$ cat src/rtl/freq_counter_bcd_if.sv
// Bus bundle for freq_counter_bcd: the measured input plus the BCD result and
// the multiplexed 7-segment drive.
interface freq_counter_bcd_if;
  logic        sig_in;
  logic [15:0] freq_bcd;
  logic        ovf;
  logic        valid;
  logic [3:0]  an_n;
  logic [6:0]  seg_n;

  modport master (output sig_in, input freq_bcd, ovf, valid, an_n, seg_n);
  modport slave  (input sig_in, output freq_bcd, ovf, valid, an_n, seg_n);
endinterface

$ cat src/rtl/freq_counter_bcd.sv
// Counts rising edges of sig_in over a fixed gate window, latches the 4-digit
// BCD result (saturating at 9999) and scans it onto a common-anode display.
module freq_counter_bcd #(
  parameter int GATE_CYCLES = 50000000,
  parameter int SCAN_CYCLES = 50000
) (
  input  logic               clki,
  input  logic               rst,
  freq_counter_bcd_if.slave  bus
);

  localparam int GW = (GATE_CYCLES > 1) ? $clog2(GATE_CYCLES) : 1;
  localparam int SW = (SCAN_CYCLES > 1) ? $clog2(SCAN_CYCLES) : 1;
  localparam logic [GW-1:0] GATE_LAST = GW'(GATE_CYCLES - 1);
  localparam logic [SW-1:0] SCAN_LAST = SW'(SCAN_CYCLES - 1);

  logic          sync1, sync2, prev;
  logic          edge_det;
  logic [GW-1:0] gate_cnt;
  logic          gate_end;
  logic [15:0]   acc, acc_next;
  logic          acc_ovf, ovf_next;
  logic [15:0]   freq_q;
  logic          ovf_q;
  logic [SW-1:0] scan_cnt;
  logic [1:0]    digit_idx;
  logic [3:0]    nibble;
  logic [6:0]    seg;

  function automatic logic [15:0] bcd_inc(input logic [15:0] v);
    logic [15:0] r;
    logic        carry;
    r     = v;
    carry = 1'b1;
    for (int i = 0; i < 4; i++) begin
      if (carry) begin
        if (r[i*4 +: 4] == 4'd9) begin
          r[i*4 +: 4] = 4'd0;
        end else begin
          r[i*4 +: 4] = r[i*4 +: 4] + 4'd1;
          carry       = 1'b0;
        end
      end
    end
    return r;
  endfunction

  always_ff @(posedge clki) begin
    if (rst) begin
      sync1 <= 1'b0;
      sync2 <= 1'b0;
      prev  <= 1'b0;
    end else begin
      sync1 <= bus.sig_in;
      sync2 <= sync1;
      prev  <= sync2;
    end
  end

  assign edge_det = sync2 & ~prev;
  assign gate_end = (gate_cnt == GATE_LAST);

  always_ff @(posedge clki) begin
    if (rst || gate_end) gate_cnt <= '0;
    else                 gate_cnt <= gate_cnt + 1'b1;
  end

  // A further edge at 9999 holds the count and only raises the sticky overflow.
  always_comb begin
    acc_next = acc;
    ovf_next = acc_ovf;
    if (edge_det) begin
      if (acc == 16'h9999) ovf_next = 1'b1;
      else                 acc_next = bcd_inc(acc);
    end
  end

  // The gate-end edge goes into the published result, then the window restarts empty.
  always_ff @(posedge clki) begin
    if (rst) begin
      acc     <= '0;
      acc_ovf <= 1'b0;
      freq_q  <= '0;
      ovf_q   <= 1'b0;
    end else if (gate_end) begin
      freq_q  <= acc_next;
      ovf_q   <= ovf_next;
      acc     <= '0;
      acc_ovf <= 1'b0;
    end else begin
      acc     <= acc_next;
      acc_ovf <= ovf_next;
    end
  end

  always_ff @(posedge clki) begin
    if (rst) begin
      scan_cnt  <= '0;
      digit_idx <= 2'd0;
    end else if (scan_cnt == SCAN_LAST) begin
      scan_cnt  <= '0;
      digit_idx <= digit_idx + 2'd1;
    end else begin
      scan_cnt  <= scan_cnt + 1'b1;
    end
  end

  // Overflow forces every digit to 9 rather than using a separate indicator.
  always_comb begin
    nibble = 4'd0;
    seg    = 7'b1111111;
    case (digit_idx)
      2'd0: nibble = freq_q[3:0];
      2'd1: nibble = freq_q[7:4];
      2'd2: nibble = freq_q[11:8];
      2'd3: nibble = freq_q[15:12];
      default: nibble = 4'd0;
    endcase
    if (ovf_q) nibble = 4'd9;
    case (nibble)
      4'd0: seg = 7'b1000000;
      4'd1: seg = 7'b1111001;
      4'd2: seg = 7'b0100100;
      4'd3: seg = 7'b0110000;
      4'd4: seg = 7'b0011001;
      4'd5: seg = 7'b0010010;
      4'd6: seg = 7'b0000010;
      4'd7: seg = 7'b1111000;
      4'd8: seg = 7'b0000000;
      4'd9: seg = 7'b0010000;
      default: seg = 7'b1111111;
    endcase
  end

  assign bus.freq_bcd = freq_q;
  assign bus.ovf      = ovf_q;
  assign bus.valid    = gate_end & ~rst;
  assign bus.an_n     = ~(4'b0001 << digit_idx);
  assign bus.seg_n    = seg;

endmodule

$ cat src/flat_wrapper.sv
// flat-port wrapper written by rule: the top's interface ports become plain ports
module freq_counter_bcd_flat 
#(
  parameter int GATE_CYCLES = 50000000,
  parameter int SCAN_CYCLES = 50000
)
  (clki, rst, bus_sig_in, bus_freq_bcd, bus_ovf, bus_valid, bus_an_n, bus_seg_n);
  freq_counter_bcd_if bus_i ();
  input  logic clki;
  input  logic rst;
  input wire logic [$bits(bus_i.sig_in)-1:0] bus_sig_in;
  output wire logic [$bits(bus_i.freq_bcd)-1:0] bus_freq_bcd;
  output wire logic [$bits(bus_i.ovf)-1:0] bus_ovf;
  output wire logic [$bits(bus_i.valid)-1:0] bus_valid;
  output wire logic [$bits(bus_i.an_n)-1:0] bus_an_n;
  output wire logic [$bits(bus_i.seg_n)-1:0] bus_seg_n;
  assign bus_i.sig_in = bus_sig_in;
  assign bus_freq_bcd = bus_i.freq_bcd;
  assign bus_ovf = bus_i.ovf;
  assign bus_valid = bus_i.valid;
  assign bus_an_n = bus_i.an_n;
  assign bus_seg_n = bus_i.seg_n;
  freq_counter_bcd #(.GATE_CYCLES(GATE_CYCLES), .SCAN_CYCLES(SCAN_CYCLES)) u_core (.clki(clki), .rst(rst), .bus(bus_i));
endmodule
$ cat config.mk
export PLATFORM = sky130hd
export DESIGN_NAME = freq_counter_bcd_flat
export DESIGN_NICKNAME = d
export VERILOG_FILES = /design/src/rtl/freq_counter_bcd_if.sv /design/src/rtl/freq_counter_bcd.sv /design/src/flat_wrapper.sv
export SDC_FILE = /design/constraint.sdc
export NUM_CORES = 1
export LEC_CHECK = 0
export ABC_AREA = 0
export BUFFER_PORTS_ARGS = -buffer_cell sky130_fd_sc_hd__buf_2
export CORE_ASPECT_RATIO = 0.6
export CORE_MARGIN = 2
export CORE_UTILIZATION = 40
export CTS_CLUSTER_DIAMETER = 60
export DETAILED_ROUTE_END_ITERATION = 8
export PLACE_DENSITY = 0.66
export SLEW_MARGIN = 20
export SYNTH_ARGS = -nofsm -noshare
export SYNTH_HDL_FRONTEND = slang
export SYNTH_SLANG_ARGS = --single-unit
$ cat constraint.sdc
create_clock -name clki -period 5.7 [get_ports clki]
set_input_delay 1.14 -clock clki [delete_from_list [all_inputs] [get_ports clki]]
set_output_delay 1.14 -clock clki [all_outputs]
set_load 0.1 [all_outputs]
==> metrics.md, run 1 <==
| Metric | Value |
|---|---|
| Status | finished, final reports clean |
| WL per Instance | 14.7 um |
| Mapped Area | 3970 um2 |
| Post-route clock period utilization | 0.710 |
| Crit Path Max Fanout | 6 |
| Clock power frac | 0.522 |
| CP max-delay cell | a211oi_1 |
| Pwr/cell area | roughly 280 nW/um2 |
| Hold-fix buffers, CTS | 0 |
| Psw | 0.000248 W |
| Die X-Extent | about 130 um |
| Main synth FF type | dfxtp_1 |
| Area grow syn2layout | 13.9% |
| Crit path depth | 8 |
| Syn_area_per_cell | around 9.0 um2 |
| CP Data Required Time | between 4 and 5 ns |
| GRT Total Usage | 0.173 |
| IO Count | 32 |
| Fmax achieved | 247 MHz |
| WP data arrival | around 2.9 ns |
| Reg clk slew, reported paths | ~0.060 ns |
| Max clock buf depth | 2 |
| Initial Util | 0.407 |
| GRT Residual Overflow | 0 |
| CTS tree | yes |
| Final Slew Violations | 0 |
| Post-synth ARST share | 0 |
| Type of origin of the critical path | register |
| Maxcap violations | 0 |
| Root Buffer | clkbuf_16 |
| Area of placed instances | 4160 um2 |
| Fraction of layout cells with a size suffix above 1 | 0.195 |
| Cell chain of the critical path | inv_1 > ha_1 > a222oi_1 > a211oi_1 > a21oi_1 > o21ai_0 > o21a_1 > buf_2 |
| CP Capture Point | bus_seg_n[0] |
| Crit Path Class | reg -> out |
| P_int | between 0.001 and 0.0015 W |
| Worst R2R Start | u_core.gate_cnt[17] |
| Delay-heaviest family, CP | compound AO/OA/AOI/OAI gates |
| Routed Antenna Nets | 0 |
| Peak supply drop | ~170 uV |
| FF+latch count, synth | a little over 80 |
| Slew Limit Headroom | 0.340 |
| Post-CTS Setup Bufs | 0 |
| Post-CTS resize count | 0 |
| Final hold viol count | 0 |
| Worst skew pair latency | around 0.34 ns |
| Number of CTS-inserted buffers | 9 |
| Die height | 81.1 um |
| Router iterations before antenna repair | 4 |
| Final worst path period need | 4.05 ns |
| Vias in the first global route | slightly above 3000 |
| # DRC | 0 |
| Sw Share | 0.198 |
| Register area share after synthesis | 0.409 |
| Cells on worst reg2reg path | 6 |
| Drt via density | between 5 and 6 |
| Fin area | 4520 um2 |
| Sequential share of power | 0.459 |
| Syn nets | about 450 |
| Worst r2r dst | u_core.acc[12] |
| Worst slew pin tran | 0.982 ns |
| Final TNS setup | 0 ns |
| Num Clock Sinks | 81 |
| HPWL Detailed | 6.35 mm |
| Filler cell count | 972 |
| IO buf count | 31 |
| RSZ-0062 raised after global routing | false |
| Endpoints failing setup | 0 |
| First-pass GRT wire length | about 15 mm |
| FF-to-FF setup slack | between 3 and 4 ns |
| Die area | between 10000 and 15000 um2 |
| N_diodes | 0 |
| Dpl ws | ~2 ns |
| WL final | between 8 and 9 mm |
| Combinational group share of total power | 0.019 |
| Worst Skew | a little under 0.009 ns |
| Row count | 28 |
| Cell count after synthesis | about 440 |
| Critical path buffers and inverters | 2 |
| Final net count | slightly below 500 |
| Worst Setup SP | u_core.digit_idx[1] |
| Synth unique cells | 53 |
| Initial antenna violation count | 0 |
| Setup slack after layout | around 1.7 ns |
| CTS H-tree lvls | 3 |
| Yosys warns | 0 |
| Leak | around 1.7 nW |
| Initial DRC Count | ~200 |
| RePlAce Congestion | between 0.8 and 0.9 |
| Worst min-delay path class | reg -> reg |
| Vias | 3188 |
| EDFF count, synth | 0 |
| Largest stage delay on the critical path | about 0.66 ns |
| Core box area | ~9700 um2 |
| Endpoint type of the worst setup path | output port |
| Largest net degree at the start of global routing | 41 |
-- registers in the layout, summed over array words and instances (netlist names) --
| register | count |
|---|---|
| u_core.prev | 1 |
| u_core.acc_ovf | 1 |
| u_core.bus.ovf | 1 |
| u_core.digit_idx | 2 |
| u_core.sync1 | 1 |
| u_core.scan_cnt | 16 |
| u_core.sync2 | 1 |
| u_core.acc | 16 |
| u_core.bus.freq_bcd | 16 |
| u_core.gate_cnt | 26 |
-- layout make-up --
type                    instances  area [um2]  area share
multi-input cells             327        2150       0.477
flip-flops and latches         81        1620       0.359
clock buffers                  11         233      0.0515
well taps                     135         169      0.0374
repair buffers                 32         163      0.0360
clock inverters                 5         104      0.0230
inverters                      20        75.1      0.0166
-- per-stage QoR --
step	total power, W	util	hold WS, ns	std cells
floorplan	0.000613	-	0.414	441
global placement	0.000611	0.427	0.429	595
detailed placement	0.000611	0.427	0.432	595
CTS	0.00127	0.462	0.445	611
global route	0.00129	0.464	0.456	611
finish	0.00125	0.464	0.436	611
-- worst min-delay path by stage --
| stage | start | to | slack [ns] | depth (start not counted) |
|---|---|---|---|---|
| after CTS | u_core.sync1 | u_core.sync2 | 0.44 | 1 |
| after floorplan | u_core.sync1 | u_core.sync2 | 0.41 | 1 |
| after global placement | u_core.sync1 | u_core.sync2 | 0.43 | 1 |
| final | u_core.sync1 | u_core.sync2 | 0.44 | 1 |
| after global routing | u_core.sync1 | u_core.sync2 | 0.46 | 1 |
| after detailed placement | u_core.sync1 | u_core.sync2 | 0.43 | 1 |
-- Yosys cell counts (all sizes together), types with 5 or more instances --
library cell,number,area (um2)
mux2i,8,80.1
nor4,5,61.3
a21oi,16,83.8
ha,10,125
dfxtp,81,1620
o21ai,6,30.0
inv,20,75.1
nand3,19,95.1
nor4bb,6,60.1
nand4,15,93.8
xor2,23,201
buf,9,123
a211oi,14,110
nor2,91,427
nand2,26,97.6
xnor2,20,175
nor3b,5,37.5
and3,10,62.6
nor2b,9,61.3
-- placed cells by master (no fill, tap or decap), types with 3 or more instances in the layout --
cell / instances
dfxtp_1: 81
nor2_1: 57
nor2_2: 34
buf_2: 31
nand2_1: 26
xor2_1: 23
inv_1: 20
xnor2_1: 20
nand3_1: 19
a21oi_1: 15
nand4_1: 15
a211oi_1: 13
and3_1: 10
ha_1: 10
clkbuf_16: 9
mux2i_1: 8
nor2b_1: 7
o21ai_0: 6
nor3b_1: 5
nand2b_1: 4
nor4bb_1: 4
nor3_1: 4
a22oi_1: 3
o21a_1: 3
and2_1: 3
and4_1: 3
bufinv_16: 3
-- kinds of logic (layout without fill, tap and decap cells) --
logic type	after synthesis	after routing	share of synthesized area
and+or+nand+nor	209	209	0.291
DFF	81	81	0.409
muxes	9	9	0.0230
adders and majority gates	10	10	0.0315
buffers and inverters	33	68	0.0536
AOI/OAI and AO/OA	56	56	0.0974
xor gates and xnor gates	43	43	0.0949
-- metal layers --
metal  vias to the layer above  GRT usage  part of all wire
li1                       1593          -                 -
met1                      1508      0.225              0.50
met2                        75      0.284              0.44
met3                        12     0.0462             0.043
met4                         0     0.0559             0.014
met5                         -          0                 0
-- power by group through the flow --
stage / Sequential, W / Combinational, W / Clock [W]
final: 0.000575 / 0.0000234 / 0.000655
after global routing: 0.000576 / 0.0000266 / 0.000690
after CTS: 0.000575 / 0.0000235 / 0.000667
after detailed placement: 0.000588 / 0.0000234 / 0
after global placement: 0.000588 / 0.0000228 / 0
after floorplan: 0.000587 / 0.0000259 / 0
(Power assumes the default switching activity.)
==> run 2: changes to the inputs <==
--- a/config.mk
+++ b/config.mk
@@ -5,14 +5,14 @@
 export SDC_FILE = /design/constraint.sdc
 export NUM_CORES = 1
 export LEC_CHECK = 0
-export ABC_AREA = 0
+export ABC_AREA = 1
 export BUFFER_PORTS_ARGS = -buffer_cell sky130_fd_sc_hd__buf_2
 export CORE_ASPECT_RATIO = 0.6
 export CORE_MARGIN = 2
 export CORE_UTILIZATION = 40
 export CTS_CLUSTER_DIAMETER = 60
 export DETAILED_ROUTE_END_ITERATION = 8
-export PLACE_DENSITY = 0.66
+export PLACE_DENSITY = 0.68
 export SLEW_MARGIN = 20
 export SYNTH_ARGS = -nofsm -noshare
 export SYNTH_HDL_FRONTEND = slang
==> constraint.sdc (replaced) <==
create_clock -name clki -period 3.64 [get_ports clki]
set_input_delay 0.728 -clock clki [delete_from_list [all_inputs] [get_ports clki]]
set_output_delay 0.728 -clock clki [all_outputs]
set_load 0.1 [all_outputs]
==> run 2 against run 1 <==
  * Sequential power is 57% higher
  * Cell count rose by 35%
  * Clock-buffer cell count did not move
  * Setup slack got worse by 1.4 ns
  * Die area rose by 7.7%
  * Non-clock buffer count rose by 1
  * Clock skew increased by 0.0012 ns
  * Power is 52% higher
  * Register-to-register slack lost 1.8 ns
  * Wire length up 18%
  * Critical endpoint is now bus_seg_n[5]
  * Highest routed layer unchanged
==> metrics.md, run 2 <==
| Metric | Value |
|---|---|
| CTS tree | yes |
| Biggest register | u_core.gate_cnt |
| N_diodes | 0 (unchanged) |
| Cell chain of the critical path | inv_1 > ha_1 > inv_1 > nand2_1 > o21ai_1 > inv_1 > ha_1 > o21ai_0 > a21boi_2 > buf_2 |
| Final hold viol count | 0 (unchanged) |
| CTS H-tree lvls | 3 (unchanged) |
| WL final | 10.6 mm (+18%) |
| Endpoints failing setup | 0 (unchanged) |
| Final TNS setup | 0 ns (unchanged) |
| Delay-heaviest family, CP | compound AO/OA/AOI/OAI gates |
| Fin area | 4900 um2 (+8.5%) |
| EDFF count, synth | 0 (unchanged) |
| Combinational group share of total power | 0.021 (+0.002) |
| Metal2 WL | 4.02 mm (+1.0%) |
| Drt via density | 5.06 (-3.1%) |
| Final worst path period need | 3.38 ns |
| FF+latch count, synth | 81 (unchanged) |
| Worst hold slack | 0.406 ns (-0.0307 ns) |
| Main synth FF type | dfxtp_1 |
| Crit Path Max Fanout | 6 (unchanged) |
| Leak | 2.05 nW (+23%) |
| Reg clk slew, reported paths | 0.06 ns (about the same) |
| Worst min-delay path class | reg -> reg |
| Fmax achieved | between 200 and 300 MHz |
| Initial Util | 0.409 (+0.00129) |
| Row count | 29 (+3.6%) |
| Post-CTS Setup Bufs | 0 (unchanged) |
| Commonest non-fill, non-tap cell in the layout | nand2_1 |
| HPWL Detailed | 8.04 mm (+27%) |
| Area grow syn2layout | 14.5% |
| Sequential share of power | 0.473 (+0.014) |
| CP max-delay cell | dfxtp_2 |
| CP dominant cell by count | inv_1 |
| Commonest non-fill, non-tap cells in the layout | nand2_1 (189), nor2_1 (82), inv_1 (79), dfxtp_1 (76), nand3_1 (58) |
| Synth top cells by count | nand2_1 (190), nor2_1 (82), dfxtp_1 (81), inv_1 (81), nand3_1 (58) |
| Area share of the largest cell type after synthesis | 0.378 (-0.0303) |
| IO Count | 32 (unchanged) |
| Final net count | 695 (+44%) |
| Max clock buf depth | 2 (unchanged) |
| Compound-Gate Fraction of Synth Area | 0.0829 (-0.0145) |
| Max reg flops | 26 (unchanged) |
| Met3 wire length | 875 um (+130%) |
| RePlAce Congestion | 0.916 (+9.3%) |
| Die height | 84.2 um (+3.7%) |
| Psw | 0.000382 W (+54%) |
| P_int | 0.00152 W (+51%) |
| Post-synth ARST share | 0 (unchanged) |
| RSZ-0062 raised after global routing | false |
| IO buf count | 31 (unchanged) |
| Routed Antenna Nets | 0 (unchanged) |
| # DRC | 0 (unchanged) |
| Initial DRC Count | 261 (+34%) |
| Die X-Extent | 138 um (+3.8%) |
| Peak supply drop | 233 uV (+34%) |
| Post-synthesis mux area share | 0 (-0.0230) |
| Critical path buffers and inverters | 4 (+2) |
| Vias in the first global route | 3751 (+22%) |
| Type of origin of the critical path | register |
| Syn nets | 662 (+46%) |
| Synth unique cells | 34 (-36%) |
| Area of placed instances | 4580 um2 (+10%) |
| CP Data Required Time | 2.91 ns (-1.65 ns) |
| Number of CTS-inserted buffers | 9 (unchanged) |
| End-of-flow core utilization | 0.468 (+0.00370) |
| Synth top area cells | dfxtp_1 (38%), nand2_1 (17%), nor2_1 (7.2%) |
| Synth area leader | dfxtp_1 |
| GRT Residual Overflow | 0 (unchanged) |
| Pwr/cell area | 388 nW/um2 (+40%) |
| Largest net degree at the start of global routing | 47 (+15%) |
| Mapped Area | 4290 um2 (+8.0%) |
| Largest family of logic cells by synthesized area | simple AND/OR/NAND/NOR gates |
| Routed metal-1 wirelength | 5.56 mm (+24%) |
| Worst skew pair latency | 0.33 ns (about the same) |
| Fraction of layout cells with a size suffix above 1 | 0.112 (-0.0833) |
| WL per Instance | 12.8 um (-13%) |
| Initial antenna violation count | 0 (unchanged) |
| Vias | 4178 (+31%) |
| DR top layer | met4 |
| Endpoint type of the worst setup path | output port |
| Worst slew pin tran | 0.543 ns (-0.439 ns) |
| Simple-Gate Fraction of Synth Area | 0.385 (+0.0938) |
| Area share of fa/ha/maj cells after synthesis | 0.0292 (-0.00234) |
| Router iterations before antenna repair | 5 (+1) |
| Num Clock Sinks | 81 (unchanged) |
| Final Slew Violations | 0 (unchanged) |
| Largest stage delay on the critical path | 0.38 ns (-0.28 ns) |
| Die area | 11600 um2 (+7.7%) |
| Root Buffer | clkbuf_16 |
| Status | finished, final reports clean |
| Syn_area_per_cell | 6.60 um2 (-27%) |
| Crit Path Class | reg -> out |
| Yosys warns | 0 (unchanged) |
| Register area share after synthesis | 0.378 (-0.0303) |
| GRT Total Usage | 0.192 (+0.0190) |
| WP data arrival | 2.65 ns (-0.26 ns) |
| Most numerous cell in the Yosys netlist | nand2_1 |
| Post-synthesis xor/xnor area fraction | 0.0307 (-0.0643) |
| Post-route clock period utilization | 0.928 |
| Core box area | 10500 um2 (+7.7%) |
| Sw Share | 0.201 (+0.00283) |
| Clock power frac | 0.506 (-0.016) |
| Slew Limit Headroom | 0.637 (+0.297) |
| Maxcap violations | 0 (unchanged) |
| Worst Skew | 0.00981 ns (+0.00117 ns) |
| Cell count after synthesis | 649 (+47%) |
| First-pass GRT wire length | 17.7 mm (+20%) |
[run 2: worst paths after layout]
check,slack (ns),endpoint,start,cells past startpoint
max,0.26,bus_seg_n[5],u_core.digit_idx[0],10
min,0.41,u_core.sync2,u_core.sync1,2
max reg2reg,1.44,u_core.bus.freq_bcd[6],u_core.gate_cnt[0],8
min reg2reg,0.41,u_core.sync2,u_core.sync1,2
[run 2: final cells by class]
type	instances	area (um2)
Inverter	85	323
Multi-Input combinational cell	472	2290
Timing Repair Buffer	33	173
Tap cell	139	174
Clock buffer	11	243
Clock inverter	5	78.8
Sequential cell	81	1630
Fill cell	1041	5580
[run 2: cells by family (layout without fill, tap and decap cells)]
group,count (synthesis),after routing
simple gates,379,379
fa+ha+maj,10,10
compound gates,68,68
buf+inv,96,134
flops,81,81
xor+xnor,15,15
[run 2: metal layers]
layer,vias up,global-route usage
li1,2132,-
met1,1894,0.298
met2,141,0.256
met3,11,0.0489
met4,0,0.0590
met5,-,0
[run 2: worst register-to-register path, stage by stage (launching register included)]
cell     delay, ns
dfxtp_1       0.37
ha_1          0.24
nand2_2       0.10
nor2_4        0.14
nand2_2       0.11
nor3_4        0.21
nand2_2       0.23
nand2_4       0.49
o21ai_0       0.17
[run 2: power groups by stage]
stage                     Clock [W]  Combinational, W  Sequential (W)
after global placement            0         0.0000387        0.000919
after floorplan                   0         0.0000337        0.000918
after CTS                  0.000988         0.0000394        0.000900
after detailed placement          0         0.0000393        0.000920
after global routing        0.00103         0.0000440        0.000901
final                      0.000964         0.0000396        0.000900
[run 2: what timing repair did]
item,4_1_cts,5_1_grt
hold endpoints to repair,0,0
hold buffers,0,0
resized for setup,0,1
endpoints found under the setup margin,0,1
[run 2: per-stage QoR]
stage	worst slack [ns]	instances	power (W)
5_1_grt	0.0595	826	0.00197
3_5_place_dp	0.552	810	0.000959
6_report	0.264	826	0.00190
2_1_floorplan	-0.0488	649	0.000951
3_3_place_gp	0.657	810	0.000958
4_1_cts	0.187	826	0.00193
